**src/rtl/mem_port_arbiter_if.sv**
```systemverilog
// rtl/mem_port_arbiter_if.sv - bus bundle between the I/D requesters, the memory port and the arbiter
//
// Purpose: carries both requester handshakes and the shared memory-port
// signals. The arbiter connects through the slave modport; the requesters
// and the memory model use the master modport.
// Signals:
//   i_read/i_write/i_addr/i_wdata  I-side request (level, held until i_ready)
//   i_rdata/i_ready                I-side read line and completion pulse
//   d_*                            same set for the D-side
//   mem_read/mem_write/mem_addr/mem_wdata  memory request, held through a transaction
//   mem_rdata/mem_ready            memory read line and one-cycle completion

interface mem_port_arbiter_if #(
  parameter int AW = 28,
  parameter int DW = 128
);
  logic          i_read;
  logic          i_write;
  logic [AW-1:0] i_addr;
  logic [DW-1:0] i_wdata;
  logic [DW-1:0] i_rdata;
  logic          i_ready;

  logic          d_read;
  logic          d_write;
  logic [AW-1:0] d_addr;
  logic [DW-1:0] d_wdata;
  logic [DW-1:0] d_rdata;
  logic          d_ready;

  logic          mem_read;
  logic          mem_write;
  logic [AW-1:0] mem_addr;
  logic [DW-1:0] mem_wdata;
  logic [DW-1:0] mem_rdata;
  logic          mem_ready;

  modport slave (
    input  i_read, i_write, i_addr, i_wdata,
    output i_rdata, i_ready,
    input  d_read, d_write, d_addr, d_wdata,
    output d_rdata, d_ready,
    output mem_read, mem_write, mem_addr, mem_wdata,
    input  mem_rdata, mem_ready
  );

  modport master (
    output i_read, i_write, i_addr, i_wdata,
    input  i_rdata, i_ready,
    output d_read, d_write, d_addr, d_wdata,
    input  d_rdata, d_ready,
    input  mem_read, mem_write, mem_addr, mem_wdata,
    output mem_rdata, mem_ready
  );
endinterface

```
**src/rtl/mem_port_arbiter.sv**
```systemverilog
// rtl/mem_port_arbiter.sv - two-requester arbiter for a shared 128-bit line-fill memory port
//
// Purpose: latches one I-side or D-side request at a time, drives it onto the
// memory port until mem_ready, then returns the line and a one-cycle ready
// pulse to the owner. All outputs are registered.
// Ports:
//   clk      single clock, rising edge
//   reset_n  asynchronous active-low reset
//   bus      mem_port_arbiter_if.slave (requester and memory handshakes)
//   busy     high whenever the FSM is not IDLE
//   grant    {d,i} one-hot owner of the current transaction, 00 in IDLE
// Build option: ARB_RR_EN selects round-robin tie-break (grant the side
// opposite the last owner); undefined gives fixed priority, D wins ties.

module mem_port_arbiter #(
  parameter int AW = 28,
  parameter int DW = 128
) (
  input  logic                clk,
  input  logic                reset_n,
  mem_port_arbiter_if.slave   bus,
  output logic                busy,
  output logic [1:0]          grant
);

`ifdef ARB_RR_EN
  localparam bit RR_EN = 1'b1;
`else
  localparam bit RR_EN = 1'b0;
`endif

  typedef enum logic [1:0] {IDLE, BUSY, DONE} state_t;

  state_t state;
  logic   owner_d;       // 1: D-side owns the current transaction
  logic   last_grant_i;  // 1: last completed owner was I; 0 (reset) means D

  logic          i_act;
  logic          d_act;
  logic          pick_d;
  logic          pick_write;
  logic [AW-1:0] pick_addr;
  logic [DW-1:0] pick_wdata;

  always_comb begin
    i_act = bus.i_read | bus.i_write;
    d_act = bus.d_read | bus.d_write;
    // On a tie, round-robin hands the port to the side that did not go last;
    // fixed priority always favours D.
    if (i_act && d_act) pick_d = RR_EN ? last_grant_i : 1'b1;
    else                pick_d = d_act;
    // read and write raised together are treated as a write.
    pick_write = pick_d ? bus.d_write : bus.i_write;
    pick_addr  = pick_d ? bus.d_addr  : bus.i_addr;
    pick_wdata = pick_d ? bus.d_wdata : bus.i_wdata;
  end

  always_ff @(posedge clk or negedge reset_n) begin
    if (!reset_n) begin
      state         <= IDLE;
      owner_d       <= 1'b0;
      last_grant_i  <= 1'b0;
      busy          <= 1'b0;
      grant         <= 2'b00;
      bus.mem_read  <= 1'b0;
      bus.mem_write <= 1'b0;
      bus.mem_addr  <= '0;
      bus.mem_wdata <= '0;
      bus.i_rdata   <= '0;
      bus.d_rdata   <= '0;
      bus.i_ready   <= 1'b0;
      bus.d_ready   <= 1'b0;
    end else begin
      case (state)
        IDLE: begin
          if (i_act || d_act) begin
            owner_d       <= pick_d;
            bus.mem_addr  <= pick_addr;
            bus.mem_wdata <= pick_wdata;
            bus.mem_write <= pick_write;
            bus.mem_read  <= ~pick_write;
            grant         <= pick_d ? 2'b10 : 2'b01;
            busy          <= 1'b1;
            state         <= BUSY;
          end
        end
        BUSY: begin
          if (bus.mem_ready) begin
            bus.mem_read  <= 1'b0;
            bus.mem_write <= 1'b0;
            // mem_read still holds the latched op; writes leave rdata alone.
            if (bus.mem_read) begin
              if (owner_d) bus.d_rdata <= bus.mem_rdata;
              else         bus.i_rdata <= bus.mem_rdata;
            end
            if (owner_d) bus.d_ready <= 1'b1;
            else         bus.i_ready <= 1'b1;
            last_grant_i <= ~owner_d;
            state        <= DONE;
          end
        end
        DONE: begin
          bus.i_ready <= 1'b0;
          bus.d_ready <= 1'b0;
          grant       <= 2'b00;
          busy        <= 1'b0;
          state       <= IDLE;
        end
        default: state <= IDLE;
      endcase
    end
  end

endmodule

```
**src/flat_wrapper.sv**
```systemverilog
// flat-port wrapper written by rule: the top's interface ports become plain ports
module mem_port_arbiter_flat 
#(
  parameter int AW = 28,
  parameter int DW = 128
)
  (clk, reset_n, busy, grant, bus_i_read, bus_i_write, bus_i_addr, bus_i_wdata, bus_i_rdata, bus_i_ready, bus_d_read, bus_d_write, bus_d_addr, bus_d_wdata, bus_d_rdata, bus_d_ready, bus_mem_read, bus_mem_write, bus_mem_addr, bus_mem_wdata, bus_mem_rdata, bus_mem_ready);
  mem_port_arbiter_if #(.AW(AW), .DW(DW)) bus_i ();
  input  logic clk;
  input  logic reset_n;
  output logic busy;
  output logic [1:0] grant;
  input wire logic [$bits(bus_i.i_read)-1:0] bus_i_read;
  input wire logic [$bits(bus_i.i_write)-1:0] bus_i_write;
  input wire logic [$bits(bus_i.i_addr)-1:0] bus_i_addr;
  input wire logic [$bits(bus_i.i_wdata)-1:0] bus_i_wdata;
  output wire logic [$bits(bus_i.i_rdata)-1:0] bus_i_rdata;
  output wire logic [$bits(bus_i.i_ready)-1:0] bus_i_ready;
  input wire logic [$bits(bus_i.d_read)-1:0] bus_d_read;
  input wire logic [$bits(bus_i.d_write)-1:0] bus_d_write;
  input wire logic [$bits(bus_i.d_addr)-1:0] bus_d_addr;
  input wire logic [$bits(bus_i.d_wdata)-1:0] bus_d_wdata;
  output wire logic [$bits(bus_i.d_rdata)-1:0] bus_d_rdata;
  output wire logic [$bits(bus_i.d_ready)-1:0] bus_d_ready;
  output wire logic [$bits(bus_i.mem_read)-1:0] bus_mem_read;
  output wire logic [$bits(bus_i.mem_write)-1:0] bus_mem_write;
  output wire logic [$bits(bus_i.mem_addr)-1:0] bus_mem_addr;
  output wire logic [$bits(bus_i.mem_wdata)-1:0] bus_mem_wdata;
  input wire logic [$bits(bus_i.mem_rdata)-1:0] bus_mem_rdata;
  input wire logic [$bits(bus_i.mem_ready)-1:0] bus_mem_ready;
  assign bus_i.i_read = bus_i_read;
  assign bus_i.i_write = bus_i_write;
  assign bus_i.i_addr = bus_i_addr;
  assign bus_i.i_wdata = bus_i_wdata;
  assign bus_i_rdata = bus_i.i_rdata;
  assign bus_i_ready = bus_i.i_ready;
  assign bus_i.d_read = bus_d_read;
  assign bus_i.d_write = bus_d_write;
  assign bus_i.d_addr = bus_d_addr;
  assign bus_i.d_wdata = bus_d_wdata;
  assign bus_d_rdata = bus_i.d_rdata;
  assign bus_d_ready = bus_i.d_ready;
  assign bus_mem_read = bus_i.mem_read;
  assign bus_mem_write = bus_i.mem_write;
  assign bus_mem_addr = bus_i.mem_addr;
  assign bus_mem_wdata = bus_i.mem_wdata;
  assign bus_i.mem_rdata = bus_mem_rdata;
  assign bus_i.mem_ready = bus_mem_ready;
  mem_port_arbiter #(.AW(AW), .DW(DW)) u_core (.clk(clk), .reset_n(reset_n), .bus(bus_i), .busy(busy), .grant(grant));
endmodule
```
**config.mk**
```make
export PLATFORM = sky130hd
export DESIGN_NAME = mem_port_arbiter_flat
export DESIGN_NICKNAME = d
export VERILOG_FILES = /design/src/rtl/mem_port_arbiter_if.sv /design/src/rtl/mem_port_arbiter.sv /design/src/flat_wrapper.sv
export SDC_FILE = /design/constraint.sdc
export NUM_CORES = 1
export LEC_CHECK = 0
export CORE_AREA = 2 2 341 343
export CTS_CLUSTER_DIAMETER = 30
export CTS_CLUSTER_SIZE = 8
export DETAILED_ROUTE_END_ITERATION = 16
export DIE_AREA = 0 0 343 345
export PLACE_DENSITY = 0.35
export SLEW_MARGIN = 10
export SYNTH_ARGS = -nofsm -noshare
export SYNTH_HDL_FRONTEND = slang
export SYNTH_SLANG_ARGS = --single-unit
```
**constraint.sdc**
```tcl
create_clock -name clk -period 2.6 [get_ports clk]
set_input_delay 0.39 -clock clk [delete_from_list [all_inputs] [get_ports clk]]
set_output_delay 0.39 -clock clk [all_outputs]
set_load 0.1 [all_outputs]
```
* Yosys cells after proc, flatten, opt, wreduce, memory -nomap -nowiden *
Cells that the tools add are included.

word-level totals
  bits in registers = 422
  output and inout port bits = 419
  word-level logic and storage cells = 59
  input port bits = 447

cells by class
  reduce and logical (&&, ||, !) cells = 14
  mux-type cells = 23
  bitwise gates (word level) = 4
  eq/ne operators = 6

operators by type and width
  cell                  number
  $mux W128             1
  $mux W28              1
  $mux W1               10
  $pmux W1 S2           5
  $reduce_and A3 Y1     3
  $mux W2               4
  $pmux W2 S2           2
  $reduce_and A4 Y1     2
  $reduce_and A2 Y1     3
  $reduce_bool A2 Y1    3
  $ne A2 B1 Y1 const B  2
  $ne A2 B2 Y1 const B  2
  $eq A2 B1 Y1 const B  1
  $eq A2 B2 Y1 const B  1
  $logic_not A2 Y1      1
  $not A1 Y1            2
  $or A1 B1 Y1          2
  $logic_and A1 B1 Y1   1
  $logic_or A1 B1 Y1    1

* Depth between registers and ports, before layout *
Gate-level depths: netlist of the first run.

  word-level depth = 7
  mapped depth = 6

* Worst setup path before layout of the first run *
Ideal clock, no wire load.

  path type = register to register
  start point = reg u_core.bus.mem_read
  end point = reg u_core.bus.i_rdata[107]
  data required time = 2.475 ns
  path slack = 0.516 ns
  buffers on the path = 2
  arrival = 1.958 ns
  cell stages (with the launch flop) = 5
  setup time = 0.125 ns
  cells stage by stage = dfrtp_1 -> nor3b_1 -> buf_2 -> buf_4 -> mux2_2

between the ends
  cells in the longest elaborated chain, start to end = 1

RTL lines
  element                             line                       source
  from (decl)                         mem_port_arbiter_if.sv:43  output mem_read, mem_write, mem_addr, mem_wdata,
  from (signal assigned)              mem_port_arbiter.sv:81     bus.mem_read <= ~pick_write;
  $reduce_and A4 Y1 (no source line)  n/a
  to (signal assigned)                mem_port_arbiter.sv:94     else bus.i_rdata <= bus.mem_rdata;
  to (decl)                           mem_port_arbiter_if.sv:40  output i_rdata, i_ready,

Every way passes these cells.
A chain may end at the register's enable or synchronous reset.

* Worst setup path in the final report of the first run *
  start point = reg u_core.state[1]
  end point = reg u_core.bus.i_rdata[16]

between the ends
  cells in the longest elaborated chain, start to end = 2

RTL lines
  element                             line                    source
  from (decl)                         mem_port_arbiter.sv:34  state_t state;
  from (signal assigned)              mem_port_arbiter.sv:60  state <= IDLE;
  from (signal assigned)              mem_port_arbiter.sv:84  state <= BUSY;
  from (signal assigned)              mem_port_arbiter.sv:99  state <= DONE;
  $eq A2 B1 Y1                        mem_port_arbiter.sv:74  case (state)
  $reduce_and A4 Y1 (no source line)  n/a

Every way passes these cells.

==> impl_metrics.env, run 1 <==
export IMPL_start_util_pct=14.5
export IMPL_holdWs_ps=234
export IMPL_drcViolationCount=0
export IMPL_grt_antenna_before_repair=32
export IMPL_layout_setup_ws_ps=507
export IMPL_hold_class="in -> async"
export IMPL_overflow=0
export IMPL_fin_crit_ps=2090
export IMPL_status="finished, final reports clean"
export IMPL_grt_pass1_wl_um=121000
export IMPL_rows=125
export IMPL_io_buffers=865
export IMPL_grt_pass1_vias=15686
export IMPL_clock_root_buffer="clkbuf_16"
export IMPL_cts_sinks=422
export IMPL_hold_violations=0
export IMPL_numCtsBuffers=140
export IMPL_synth_ff_type="dfrtp_1"
export IMPL_yosysTopAreaCell="dfrtp_1"
export IMPL_cts_htree_levels=4
export IMPL_cp_required_ps=3170
export IMPL_cp_start_kind="register"
export IMPL_fin_setup_tns_ps=0
export IMPL_cts_max_path_buffers=3
export IMPL_avgSynthCellArea_um2=14.9
export IMPL_ys_types=27
export IMPL_syn2layout_area_growth_pct=86.1
export IMPL_synth_warning_count=0
export IMPL_r2r_setup_slack_ps=510
export IMPL_synthCells=1121
export IMPL_dieHeight_um=345
export IMPL_synth_edf_count=0
export IMPL_drt_iter0_drc=566
export IMPL_rsz0062_at_grt="no"
export IMPL_drive_gt1_share_pct=42.9
export IMPL_use_met3_pct=7.36
export IMPL_synth_top_cells_by_area="dfrtp_1 63%, mux2_2 17%, a221o_1 9.4%"
export IMPL_fin_nets=2524
export IMPL_clkTransAtPathRegs_ps=40
export IMPL_totalWireLength_um=87400
export IMPL_cp_arrival_ps=2670
export IMPL_n_fill_cell=12019
export IMPL_crit_type="reg -> reg"
export IMPL_setup_viol=0
export IMPL_multi_input_area_um2=5650
export IMPL_die_area_um2=118000
export IMPL_grtUsageMet2_pct=23.3
export IMPL_dp_cells=3458
export IMPL_fp_dieW_um=343
export IMPL_ios=866
export IMPL_ctsResizeCount=0
export IMPL_avgRoutedWirePerCell_um=23.5
export IMPL_grt_busiest_layer="met2"
export IMPL_routed_via_density=3.83
export IMPL_fmax_mhz=478
export IMPL_final_cells=3717
export IMPL_synthesis_area_um2=16700
export IMPL_clk_latency_ps=710
export IMPL_finalCritPeriodShare_pct=80.5
export IMPL_grt_max_degree=125
export IMPL_ant_nets=0
export IMPL_cp_max_fo=21
export IMPL_skew_ps=37.3
export IMPL_gp_congestion=0.792
export IMPL_ys_ff_latch=422
export IMPL_yosys_top_cells_count="422 x dfrtp_1, 256 x mux2_2, 156 x a221o_1, 156 x and3_1, 45 x clkbuf_1"
export IMPL_cts_tree="built"
export IMPL_vias=14219
export IMPL_endpoint_kind="register"
export IMPL_drtPass1Iterations=5
export IMPL_place_hpwl_um=67600
export IMPL_synth_seq_area_share_pct=63.4
export IMPL_place_ws_ps=176
export IMPL_synth_fp_nets=1568
export IMPL_tightest_slew_ps=646
export IMPL_synth_async_sr_flop_share_pct=100
export IMPL_slew_viol_final=0
export IMPL_core_area_um2=115000
export IMPL_max_cap_violations=0
export IMPL_synth_top_cell_area_share_pct=63.4
export IMPL_synth_most_common_cell="dfrtp_1"
export IMPL_grtUsageMet1_pct=15.3
export IMPL_maxSlewHeadroom_pct=56.9
export IMPL_layout_area_seq_um2=10600
export IMPL_grt_use_total_pct=14.4
-- cell usage in the layout, fill, tap and decap left out, drive strengths merged --
| cell type | netlist | final |
|---|---|---|
| buf | 52 | 465 |
| clkdlybuf4s50 | 0 | 445 |
| dfrtp | 422 | 422 |
| mux2 | 257 | 257 |
| clkbuf | 45 | 213 |
| and3 | 156 | 156 |
| a221o | 156 | 156 |
| clkinv | 0 | 28 |
| inv | 4 | 8 |
| diode | 0 | 7 |
| nand2 | 6 | 6 |
| bufinv | 0 | 6 |
| o21ai | 4 | 4 |
| a31o | 2 | 2 |
| or2 | 2 | 2 |
| nor2 | 2 | 2 |
| nor3b | 2 | 2 |
| o31ai | 1 | 1 |
| nor3 | 1 | 1 |
| nand2b | 1 | 1 |
| nor2b | 1 | 1 |
| nand4 | 1 | 1 |
| nand3b | 1 | 1 |
| a22o | 1 | 1 |
| a21o | 1 | 1 |
| mux2i | 1 | 1 |
| and2 | 1 | 1 |
| a32o | 1 | 1 |
| dlygate4sd3 | 0 | 1 |
-- registers in the layout, summed over array words and instances, names as in the netlist, 2 cells and up --
name                  count
u_core.bus.i_rdata      128
u_core.bus.mem_addr      28
u_core.grant              2
u_core.bus.mem_wdata    128
u_core.bus.d_rdata      128
u_core.state              2
-- critical path, cell delays in order, from the launching register on --
cell and delay (ps):
dfrtp_1 470, nand3b_1 280, nor3b_2 330, buf_12 260, buf_4 260, mux2_2 360
-- routing by layer --
metal | part of all wire, % | vias to the layer above
met4 | 4.2 | 46
met5 | 0.33 | -
met1 | 37 | 6988
met2 | 47 | 703
met3 | 11 | 186
li1 | - | 6296
-- final timing paths --
kind,startpoint,to,cells after the start
worst max register to register,u_core.state[1],u_core.bus.i_rdata[16],5
min in group clk,bus_i_wdata[125],u_core.bus.mem_wdata[125],2
worst max-delay path,u_core.state[1],u_core.bus.i_rdata[16],5
worst min-delay path,reset_n,u_core.bus.i_rdata[106],2
max in group asynchronous,reset_n,u_core.bus.mem_wdata[56],3
worst min register to register,u_core.busy,u_core.busy,2
-- stage by stage --
stage / utilization (%) / area (um^2)
final: 26.9 / 31000
after global routing: 26.9 / 31000
after CTS: 26.9 / 31000
after detailed placement: 22.9 / 26400
after global placement: 22.9 / 26400
after floorplan: - / 16700
-- kinds of logic after synthesis --
kind of cell | count (synthesis) | synth area share, %
DFF | 422 | 63.4
buffers and inverters | 101 | 2.85
AOI/OAI and AO/OA | 166 | 9.88
muxes | 258 | 17.4
and+or+nand+nor | 174 | 6.47
-- area by class of cell --
type / instances / share of cell area (%)
sequential: 422 / 34.1
timing repair buffer: 911 / 26.6
multi-input combinational: 598 / 18.2
clock buffer: 213 / 13.4
tap: 1524 / 6.15
clock inverter: 38 / 1.49
antenna: 7 / 0.0565
inverter: 4 / 0.0484
-- repair_timing --
action | CTS | global route
endpoints found under the hold margin | 40 | 0
hold buffers | 1 | 0
setup buffers | 0 | 0
Power of run 1 is left out: the tool's default activity adds up to more than one toggle a clock period on the data nets, which glitch-free logic cannot reach.
==> run 2, diff against run 1 <==
--- a/config.mk
+++ b/config.mk
@@ -5,12 +5,12 @@
 export SDC_FILE = /design/constraint.sdc
 export NUM_CORES = 1
 export LEC_CHECK = 0
-export CORE_AREA = 2 2 341 343
+export CORE_AREA = 2 2 339 341
 export CTS_CLUSTER_DIAMETER = 30
 export CTS_CLUSTER_SIZE = 8
 export DETAILED_ROUTE_END_ITERATION = 16
-export DIE_AREA = 0 0 343 345
-export PLACE_DENSITY = 0.35
+export DIE_AREA = 0 0 341 343
+export PLACE_DENSITY = 0.36
 export SLEW_MARGIN = 10
 export SYNTH_ARGS = -nofsm -noshare
 export SYNTH_HDL_FRONTEND = slang
==> constraint.sdc (replaced) <==
create_clock -name clk -period 1.89 [get_ports clk]
set_input_delay 0.2835 -clock clk [delete_from_list [all_inputs] [get_ports clk]]
set_output_delay 0.2835 -clock clk [all_outputs]
set_load 0.1 [all_outputs]
==> impl_metrics.env, run 2 (synthesized netlist as in run 1, its figures left out) <==
export IMPL_maxSlewHeadroom_pct=64.7
export IMPL_use_met3_pct=6.42
export IMPL_drcViolationCount=0
export IMPL_cts_tree="built"
export IMPL_cp_slowest_cell="dfrtp_1"
export IMPL_grt_pass1_vias=15573
export IMPL_syn2layout_area_growth_pct=93.0
export IMPL_finalCritPeriodShare_pct=95.8
export IMPL_grt_use_total_pct=13.8
export IMPL_slew_viol_final=0
export IMPL_grt_max_degree=86
export IMPL_cp_arrival_ps=2360
export IMPL_largestRegisters="u_core.bus.d_rdata: 128 flops, u_core.bus.i_rdata: 128 flops, u_core.bus.mem_wdata: 128 flops"
export IMPL_fp_dieW_um=341
export IMPL_numCtsBuffers=121
export IMPL_io_buffers=865
export IMPL_clock_root_buffer="clkbuf_16"
export IMPL_fin_area_um2=32200
export IMPL_cp_required_ps=2440
export IMPL_routed_via_density=3.81
export IMPL_reg2reg_depth=5
export IMPL_core_area_um2=113000
export IMPL_gp_congestion=0.801
export IMPL_dieHeight_um=343
export IMPL_drt_iter0_drc=531
export IMPL_hold_violations=0
export IMPL_final_cell_mix="445 x clkdlybuf4s50_1, 421 x dfrtp_1, 397 x buf_4"
export IMPL_ios=866
export IMPL_crit_type="reg -> reg"
export IMPL_hold_class="in -> async"
export IMPL_cp_start_kind="register"
export IMPL_skew_ps=35.2
export IMPL_die_area_um2=117000
export IMPL_max_cap_violations=0
export IMPL_dp_cells=3487
export IMPL_fin_crit_ps=1810
export IMPL_final_cells=3723
export IMPL_place_ws_ps=-316
export IMPL_grt_busiest_layer="met2"
export IMPL_n_fill_cell=11631
export IMPL_start_util_pct=14.7
export IMPL_grtUsageMet1_pct=14.7
export IMPL_status="finished, final reports clean"
export IMPL_placed_area_um2=27700
export IMPL_cts_htree_levels=3
export IMPL_endpoint_kind="register"
export IMPL_tightest_slew_ps=530
export IMPL_place_hpwl_um=66900
export IMPL_totalWireLength_um=83300
export IMPL_rsz0062_at_grt="yes"
export IMPL_cts_sinks=422
export IMPL_clk_latency_ps=680
export IMPL_cp_cell_sequence="nand3b_1 > nor3b_2 > buf_12 > buf_12 > mux2_2"
export IMPL_cp_common_cell="buf_12"
export IMPL_cpPeakStageDelay_ps=360
export IMPL_vias=14189
export IMPL_clkTransAtPathRegs_ps=40
export IMPL_rows=124
export IMPL_grtUsageMet2_pct=23.1
export IMPL_drive_gt1_share_pct=44.4
export IMPL_setup_viol=0
export IMPL_avgRoutedWirePerCell_um=22.4
export IMPL_grt_pass1_wl_um=116000
export IMPL_overflow=0
export IMPL_fin_setup_tns_ps=0
export IMPL_fin_nets=2546
export IMPL_grt_antenna_before_repair=20
export IMPL_fmax_mhz=552
export IMPL_cp_max_fo=27
export IMPL_cts_max_path_buffers=3
export IMPL_layout_setup_ws_ps=78.7
export IMPL_ant_nets=0
export IMPL_drtPass1Iterations=4
export IMPL_final_common_cell="clkdlybuf4s50_1"
==> run 2: cell type report <==
| class | instances | area [um^2] | share of cell area, % |
|---|---|---|---|
| Clock buffer | 166 | 3460 | 10.7 |
| Sequential cell | 422 | 10600 | 32.8 |
| Timing Repair Buffer | 952 | 9610 | 29.9 |
| Clock inverter | 61 | 956 | 2.97 |
| Tap cell | 1512 | 1890 | 5.88 |
| Inverter | 4 | 15.0 | 0.0467 |
| Multi-Input combinational cell | 598 | 5650 | 17.6 |
| Antenna cell | 8 | 20.0 | 0.0622 |
==> run 2: repair_timing <==
action / in CTS / in global routing
gates resized for setup: 0 / 1
setup endpoints to repair: 0 / 8
setup buffers: 0 / 0
hold buffers: 1 / 0
endpoints found under the hold margin: 357 / 0
==> run 2: critical path: cells and delay by family (launching register included) <==
family,cells,cell delay [ps]
muxes,1,360
DFF,1,360
buffers and inverters,2,450
and+or+nand+nor,2,450
==> run 2: path summary, 6_finish.rpt <==
| path | start | end | slack [ps] |
|---|---|---|---|
| min in group clk | bus_i_addr[14] | u_core.bus.mem_addr[14] | 210 |
| worst min register to register | u_core.busy | u_core.busy | 500 |
| worst min-delay path | reset_n | u_core.bus.mem_addr[18] | 100 |
| worst max-delay path | u_core.state[1] | u_core.bus.i_rdata[67] | 80 |
| worst max register to register | u_core.state[1] | u_core.bus.i_rdata[67] | 80 |
| max in group asynchronous | reset_n | u_core.bus.mem_wdata[12] | 990 |
==> run 2: per-stage QoR <==
stage,hold slack (ps),utilization [%]
final,97.3,28.4
after global routing,79.6,28.3
after CTS,53.0,28.3
after detailed placement,168,24.4
after global placement,159,24.4
after floorplan,-12.1,-
==> run 2: layer usage <==
metal / vias to the layer above / wire length, um
met4: 24 / 3300
met5: - / 162
met1: 6982 / 30400
met2: 675 / 40900
li1: 6339 / -
met3: 169 / 8560
Power of run 2 is left out for the same reason.
